==> src/rtl/resp_fifo_wr_sched_pkg.sv <==
// Shared encodings for the response FIFO write scheduler: FSM states, round-robin pointer values,
// and the idle-state source selection.
package resp_fifo_wr_sched_pkg;

  localparam logic [1:0] StIdle      = 2'b00;
  localparam logic [1:0] StSendRf    = 2'b01;
  localparam logic [1:0] StSendAluLo = 2'b10;
  localparam logic [1:0] StSendAluHi = 2'b11;

  // The pointer names the source that was served most recently.
  localparam logic PtrRf  = 1'b0;
  localparam logic PtrAlu = 1'b1;

  // On a tie, serve the source that was not served last.
  function automatic logic [1:0] idle_pick(input logic rf_v, input logic alu_v, input logic ptr);
    if (rf_v && alu_v) return (ptr == PtrAlu) ? StSendRf : StSendAluLo;
    if (rf_v) return StSendRf;
    if (alu_v) return StSendAluLo;
    return StIdle;
  endfunction

endpackage

==> src/rtl/resp_fifo_wr_sched_if.sv <==
// Response-source and TX FIFO write-port bundle for the write scheduler.
interface resp_fifo_wr_sched_if #(
  parameter int unsigned FRAME_WIDTH    = 8,
  parameter int unsigned ALU_DATA_WIDTH = 16
);
  logic [FRAME_WIDTH-1:0]    RF_DATA;
  logic                      RF_VLD;
  logic                      RF_BUSY;
  logic [ALU_DATA_WIDTH-1:0] ALU_DATA;
  logic                      ALU_VLD;
  logic                      ALU_BUSY;
  logic                      FIFO_FULL;
  logic [FRAME_WIDTH-1:0]    WR_DATA;
  logic                      WR_INC;
  logic                      OVF_ERR;

  modport master (
    output RF_DATA, RF_VLD, ALU_DATA, ALU_VLD, FIFO_FULL,
    input  RF_BUSY, ALU_BUSY, WR_DATA, WR_INC, OVF_ERR
  );

  modport slave (
    input  RF_DATA, RF_VLD, ALU_DATA, ALU_VLD, FIFO_FULL,
    output RF_BUSY, ALU_BUSY, WR_DATA, WR_INC, OVF_ERR
  );
endinterface

==> src/rtl/resp_fifo_wr_sched_resp_slot.sv <==
// One response holding slot: captures data when empty, flags an overflow when a valid arrives
// while occupied, and empties on the edge after the scheduler frees it.
module resp_fifo_wr_sched_resp_slot #(
  parameter int unsigned W = 8
) (
  input  logic         CLK,
  input  logic         RST,
  input  logic         vld_i,
  input  logic [W-1:0] data_i,
  input  logic         free_i,
  output logic         valid_o,
  output logic [W-1:0] data_o,
  output logic         ovf_o
);

  logic         valid_q, valid_d;
  logic [W-1:0] data_q, data_d;
  logic         ovf_q;

  // A valid arriving in the freeing cycle still sees the slot occupied and is dropped.
  always_comb begin
    valid_d = valid_q;
    data_d  = data_q;
    if (valid_q) begin
      if (free_i) valid_d = 1'b0;
    end else if (vld_i) begin
      valid_d = 1'b1;
      data_d  = data_i;
    end
  end

  always_ff @(posedge CLK or negedge RST) begin
    if (!RST) begin
      valid_q <= 1'b0;
      data_q  <= '0;
      ovf_q   <= 1'b0;
    end else begin
      valid_q <= valid_d;
      data_q  <= data_d;
      ovf_q   <= vld_i & valid_q;
    end
  end

  assign valid_o = valid_q;
  assign data_o  = data_q;
  assign ovf_o   = ovf_q;

endmodule

==> src/rtl/resp_fifo_wr_sched.sv <==
// Round-robin scheduler draining the RF (1-byte) and ALU (2-byte) response slots into the
// TX FIFO write port; an ALU result is always written low byte then high byte back to back.
module resp_fifo_wr_sched
  import resp_fifo_wr_sched_pkg::*;
#(
  parameter int unsigned FRAME_WIDTH    = 8,
  parameter int unsigned ALU_DATA_WIDTH = 16
) (
  input logic                 CLK,
  input logic                 RST,
  resp_fifo_wr_sched_if.slave bus
);

  if (ALU_DATA_WIDTH != 2 * FRAME_WIDTH) begin : g_width_check
    $error("ALU_DATA_WIDTH must equal 2*FRAME_WIDTH");
  end

  logic [1:0]                state_q, state_d;
  logic                      ptr_q, ptr_d;
  logic                      rf_valid, alu_valid;
  logic                      rf_free, alu_free;
  logic                      rf_ovf, alu_ovf;
  logic [FRAME_WIDTH-1:0]    rf_data;
  logic [ALU_DATA_WIDTH-1:0] alu_data;
  logic                      wr_inc;

  resp_fifo_wr_sched_resp_slot #(.W(FRAME_WIDTH)) u_rf_slot (
    .CLK     (CLK),
    .RST     (RST),
    .vld_i   (bus.RF_VLD),
    .data_i  (bus.RF_DATA),
    .free_i  (rf_free),
    .valid_o (rf_valid),
    .data_o  (rf_data),
    .ovf_o   (rf_ovf)
  );

  resp_fifo_wr_sched_resp_slot #(.W(ALU_DATA_WIDTH)) u_alu_slot (
    .CLK     (CLK),
    .RST     (RST),
    .vld_i   (bus.ALU_VLD),
    .data_i  (bus.ALU_DATA),
    .free_i  (alu_free),
    .valid_o (alu_valid),
    .data_o  (alu_data),
    .ovf_o   (alu_ovf)
  );

  assign wr_inc = (state_q != StIdle) & ~bus.FIFO_FULL;

  always_comb begin
    state_d  = state_q;
    ptr_d    = ptr_q;
    rf_free  = 1'b0;
    alu_free = 1'b0;
    unique case (state_q)
      StIdle: state_d = idle_pick(rf_valid, alu_valid, ptr_q);
      StSendRf: begin
        if (wr_inc) begin
          rf_free = 1'b1;
          ptr_d   = PtrRf;
          state_d = alu_valid ? StSendAluLo : StIdle;
        end
      end
      StSendAluLo: begin
        if (wr_inc) state_d = StSendAluHi;
      end
      StSendAluHi: begin
        if (wr_inc) begin
          alu_free = 1'b1;
          ptr_d    = PtrAlu;
          state_d  = rf_valid ? StSendRf : StIdle;
        end
      end
    endcase
  end

  always_ff @(posedge CLK or negedge RST) begin
    if (!RST) begin
      state_q <= StIdle;
      ptr_q   <= PtrAlu;
    end else begin
      state_q <= state_d;
      ptr_q   <= ptr_d;
    end
  end

  always_comb begin
    bus.WR_DATA = '0;
    unique case (state_q)
      StIdle:      bus.WR_DATA = '0;
      StSendRf:    bus.WR_DATA = rf_data;
      StSendAluLo: bus.WR_DATA = alu_data[FRAME_WIDTH-1:0];
      StSendAluHi: bus.WR_DATA = alu_data[ALU_DATA_WIDTH-1:FRAME_WIDTH];
    endcase
  end

  assign bus.WR_INC   = wr_inc;
  assign bus.RF_BUSY  = rf_valid;
  assign bus.ALU_BUSY = alu_valid;
  assign bus.OVF_ERR  = rf_ovf | alu_ovf;

endmodule

==> src/flat_wrapper.sv <==
// flat-port wrapper written by rule: the top's interface ports become plain ports
module resp_fifo_wr_sched_flat import resp_fifo_wr_sched_pkg::*;
#(
  parameter int unsigned FRAME_WIDTH    = 8,
  parameter int unsigned ALU_DATA_WIDTH = 16
)
  (CLK, RST, bus_RF_DATA, bus_RF_VLD, bus_ALU_DATA, bus_ALU_VLD, bus_FIFO_FULL, bus_RF_BUSY, bus_ALU_BUSY, bus_WR_DATA, bus_WR_INC, bus_OVF_ERR);
  resp_fifo_wr_sched_if #(.FRAME_WIDTH(FRAME_WIDTH), .ALU_DATA_WIDTH(ALU_DATA_WIDTH)) bus_i ();
  input logic CLK;
  input logic RST;
  input wire logic [$bits(bus_i.RF_DATA)-1:0] bus_RF_DATA;
  input wire logic [$bits(bus_i.RF_VLD)-1:0] bus_RF_VLD;
  input wire logic [$bits(bus_i.ALU_DATA)-1:0] bus_ALU_DATA;
  input wire logic [$bits(bus_i.ALU_VLD)-1:0] bus_ALU_VLD;
  input wire logic [$bits(bus_i.FIFO_FULL)-1:0] bus_FIFO_FULL;
  output wire logic [$bits(bus_i.RF_BUSY)-1:0] bus_RF_BUSY;
  output wire logic [$bits(bus_i.ALU_BUSY)-1:0] bus_ALU_BUSY;
  output wire logic [$bits(bus_i.WR_DATA)-1:0] bus_WR_DATA;
  output wire logic [$bits(bus_i.WR_INC)-1:0] bus_WR_INC;
  output wire logic [$bits(bus_i.OVF_ERR)-1:0] bus_OVF_ERR;
  assign bus_i.RF_DATA = bus_RF_DATA;
  assign bus_i.RF_VLD = bus_RF_VLD;
  assign bus_i.ALU_DATA = bus_ALU_DATA;
  assign bus_i.ALU_VLD = bus_ALU_VLD;
  assign bus_i.FIFO_FULL = bus_FIFO_FULL;
  assign bus_RF_BUSY = bus_i.RF_BUSY;
  assign bus_ALU_BUSY = bus_i.ALU_BUSY;
  assign bus_WR_DATA = bus_i.WR_DATA;
  assign bus_WR_INC = bus_i.WR_INC;
  assign bus_OVF_ERR = bus_i.OVF_ERR;
  resp_fifo_wr_sched #(.FRAME_WIDTH(FRAME_WIDTH), .ALU_DATA_WIDTH(ALU_DATA_WIDTH)) u_core (.CLK(CLK), .RST(RST), .bus(bus_i));
endmodule
==> config.mk <==
export PLATFORM = sky130hd
export DESIGN_NAME = resp_fifo_wr_sched_flat
export DESIGN_NICKNAME = d
export VERILOG_FILES = /design/src/rtl/resp_fifo_wr_sched_pkg.sv /design/src/rtl/resp_fifo_wr_sched_if.sv /design/src/rtl/resp_fifo_wr_sched_resp_slot.sv /design/src/rtl/resp_fifo_wr_sched.sv /design/src/flat_wrapper.sv
export SDC_FILE = /design/constraint.sdc
export NUM_CORES = 1
export LEC_CHECK = 0
export ABC_AREA = 1
export BUFFER_PORTS_ARGS = -buffer_cell sky130_fd_sc_hd__buf_2
export CORE_MARGIN = 5
export CORE_UTILIZATION = 55
export CTS_CLUSTER_DIAMETER = 40
export CTS_CLUSTER_SIZE = 10
export DETAILED_ROUTE_END_ITERATION = 12
export GPL_TIMING_DRIVEN = 0
export PLACE_DENSITY = 0.83
export SKIP_LAST_GASP = 1
export SLEW_MARGIN = 25
export SYNTH_ARGS = -nofsm -noshare
export SYNTH_HDL_FRONTEND = slang
export SYNTH_SLANG_ARGS = --single-unit
==> constraint.sdc <==
create_clock -name CLK -period 1.4 [get_ports CLK]
set_input_delay 0 -clock CLK [delete_from_list [all_inputs] [get_ports CLK]]
set_output_delay 0 -clock CLK [all_outputs]
set_load 0.02 [all_outputs]
==> summary by stage <==
Layout
The net count reported at finish is 288. Compared with the post-synthesis result, the final layout area differs by 50.1%. The library cells used most frequently in the layout, excluding fill and tap cells, are 81 x nand2_1, 34 x buf_2, 29 x dfrtp_1. 0 antenna diodes ended up in the layout. The share of final-layout standard cells stronger than drive strength 1 is 31.2%. The number of fillers in the final layout is 132. Leaving out fill and tap cells, the most frequent cell in the layout is nand2_1.

STA
For the final database, setup skew stands at 3.53 ps. The relative slew slack is 53.9%. After layout, the worst path uses 100% of the clock period. Across all setup checks in the final design, the least slack found is -2.42 ps. Setup violations remaining at the end of the flow were counted as 1. Setup repair after global routing could not meet its margin everywhere.

The count of final max-slew check failures is 0. The final hold violation count is 0. The smallest clock period supported by the final layout is computed as 1400 ps. The setup TNS is -2.42 ps. The slew at the pin with the worst max-slew slack is 692 ps. The highest attainable clock frequency is 0.713 GHz.

Placement
The sum of net half-perimeters after detailed placement is 2.52 mm. Buffers placed on the I/O ports in this run total 38. Routability-driven placement finished with a final weighted congestion of 0.953. The minimum setup slack after placement is 225 ps.

Yosys
Counting flops and latches in the post-synthesis netlist gives 31. The distinct cell type count of the synthesized netlist is 18. During synthesis, Yosys emitted a total of 0 warnings. The part of the Yosys area used for sequential elements is 53.6%.

The netlist area before placement is 0.00145 mm2. The number of nets handed over by synthesis was 210. The mean instance size in the synthesized netlist is 8.00 um2.

Synthesis produced a netlist whose cell count is 181.

Clock tree
TritonCTS built the clock tree. Counting every sink on the clock net gives 31. Clock-pin slew was measured on the worst setup and hold paths at 90 ps.

TritonCTS created 5 clock buffers. The number of H-tree branching levels is 2. The cell at the root of the clock tree is clkbuf_4. For the worst-skew pair, the clock arrives at the later sink with an insertion delay of 340 ps. In this run the deepest clock path goes through 2 buffers.

Detailed routing
The final route contains 1620 vias. For this block, the initial DRC count from the detailed router was 111. For this block, the routed nets add up to 4.58 mm of wire. In the final routed layout, each cell accounts on average for 15.8 um. In the routed design, unresolved DRC markers number 0. The average vias per placed instance is 5.59. Once detail routing completed, the nets flagged for antenna violations numbered 0. The first detailed-routing pass took 5 iterations.

Worst setup path
For the worst setup path, the data required time is 1400 ps. The type of origin of the critical path is a flip-flop. Tracing the worst setup path back leads to its startpoint at u_core.state_q[1]. The critical register-to-register path startpoint is u_core.u_alu_slot.valid_o. The worst setup path is of the reg -> out kind. The critical path capture point type is a primary output. Along the worst path, the maximum fanout reaches 8. In this run the register-to-register setup slack is 250 ps. At the worst endpoint, the arrival time is 1400 ps.

Global routing
For this run the aggregate overflow at the end of global routing stands at 0. The first global-routing pass estimated 7.13 mm of wire. Entering global routing, the biggest net connects 32 pins. The via count of the first global-routing pass was 1586.

The number of antenna violations at the first check in global routing was 0. Across every metal layer, demand over resource in global routing totals 27.1%.

Status
The checks that failed: setup timing. The flow ran to the end, but the final reports show violations.

Die
The die outline area is 0.00376 mm2. The boundary pin count is 41. The area inside the core boundary is 0.00250 mm2. The floorplan step set the die height to 61.3 um. Once the floorplan was initialized, standard cells occupied 58.0% of the core.

Measured along the x axis, the die boundary spans 61.3 um. The number of placement rows is 18.

Pwr
The largest voltage drop on the vdd net is 1.85 mV. In this run the power density over the cells is 2120 mW/mm2. In this run the static leakage power is 1.19 nW. Overall power consumption after layout is estimated at 4.61 mW.

Flow run
The tool flagged a number of max-cap violations equal to 0.

Min path
The tightest min-delay check is of the in -> async type.
[worst paths after layout]
check / cells after the start / endpoint
hold reg to reg: 2 / u_core.u_rf_slot.data_o[6]
hold / removal: 2 / u_core.u_alu_slot.data_o[15]
max in group asynchronous: 2 / u_core.state_q[0]
min in group CLK: 4 / u_core.u_rf_slot.data_o[2]
setup / recovery: 7 / bus_WR_DATA[7]
setup reg to reg: 5 / u_core.u_alu_slot.data_o[12]
[registers in the layout, indices dropped and copies added, names as in the netlist]
name / flops
u_core.u_rf_slot.ovf_o: 1
u_core.state_q: 2
u_core.u_rf_slot.data_o: 8
u_core.u_alu_slot.valid_o: 1
u_core.u_alu_slot.ovf_o: 1
u_core.u_rf_slot.valid_o: 1
u_core.u_alu_slot.data_o: 16
u_core.ptr_q: 1
[Yosys cell counts]
master / n / share of area, %
buf_2: 4 / 1.4
buf_4: 1 / 0.52
buf_6: 2 / 1.6
dfrtp_1: 30 / 52
dfstp_2: 1 / 1.8
inv_1: 4 / 1.0
inv_2: 3 / 0.78
inv_4: 1 / 0.43
nand2_1: 87 / 23
nand2_4: 1 / 0.78
nand3_1: 35 / 12
nor2_1: 2 / 0.52
nor2_2: 2 / 0.86
nor2_8: 1 / 1.4
nor3_1: 1 / 0.35
o21ai_0: 2 / 0.69
o21ai_1: 3 / 1.0
or2_2: 1 / 0.43
[cell families (layout without fill, tap and decap cells)]
| logic type | Yosys count | count (layout) | synth area share (%) |
|---|---|---|---|
| AO/OA/AOI/OAI | 5 | 5 | 1.73 |
| buffers and inverters | 15 | 94 | 5.70 |
| flip-flops | 31 | 31 | 53.6 |
| AND/OR/NAND/NOR | 130 | 130 | 38.9 |
[timing repair]
item                                    CTS  global route
gates resized for setup                  25            10
endpoints found under the hold margin    58             0
pin swaps                                 4             2
buffers inserted                          1             4
hold buffers                             28             0
endpoints found under the setup margin    8             9
[stage by stage]
| step | util (%) | instances | instance area (um2) | hold WS [ps] |
|---|---|---|---|---|
| after floorplan | - | 181 | 1450 | -296 |
| after global placement | 67.1 | 249 | 1680 | 59.1 |
| after detailed placement | 67.1 | 249 | 1680 | 75.3 |
| after CTS | 84.2 | 286 | 2100 | 246 |
| after global routing | 87.0 | 290 | 2170 | 276 |
| final | 87.0 | 290 | 2170 | 225 |
[critical path, cell delays in order, from the launching register on]
cell	delay [ps]
dfrtp_1	390
buf_6	150
inv_6	60
nor2_4	30
buf_12	140
nand2_2	70
nand3_2	80
buf_6	140
[power breakdown]
| group | switching, mW | internal, mW |
|---|---|---|
| registers | 0.290 | 1.31 |
| logic | 1.44 | 1.06 |
| clock network | 0.306 | 0.200 |
| total | 2.04 | 2.57 |
[final cells by class]
cell class,count,area [um2],share of cell area [%]
tap,30,37.5,1.73
multi-input combinational,135,652,30.0
sequential,31,778,35.8
timing repair buffer,71,571,26.2
inverter,8,37.5,1.73
clock buffer,8,48.8,2.24
buffer,7,50.0,2.30
[layer usage]
metal  track usage [%]  vias up  routed length, um
met1              29.1      767               1610
met2              46.2       97               2350
met3              9.43       22                426
li1                  -      734                  -
met5                 0        -                  0
met4              14.9        0                187
(Power assumes the default switching activity.)
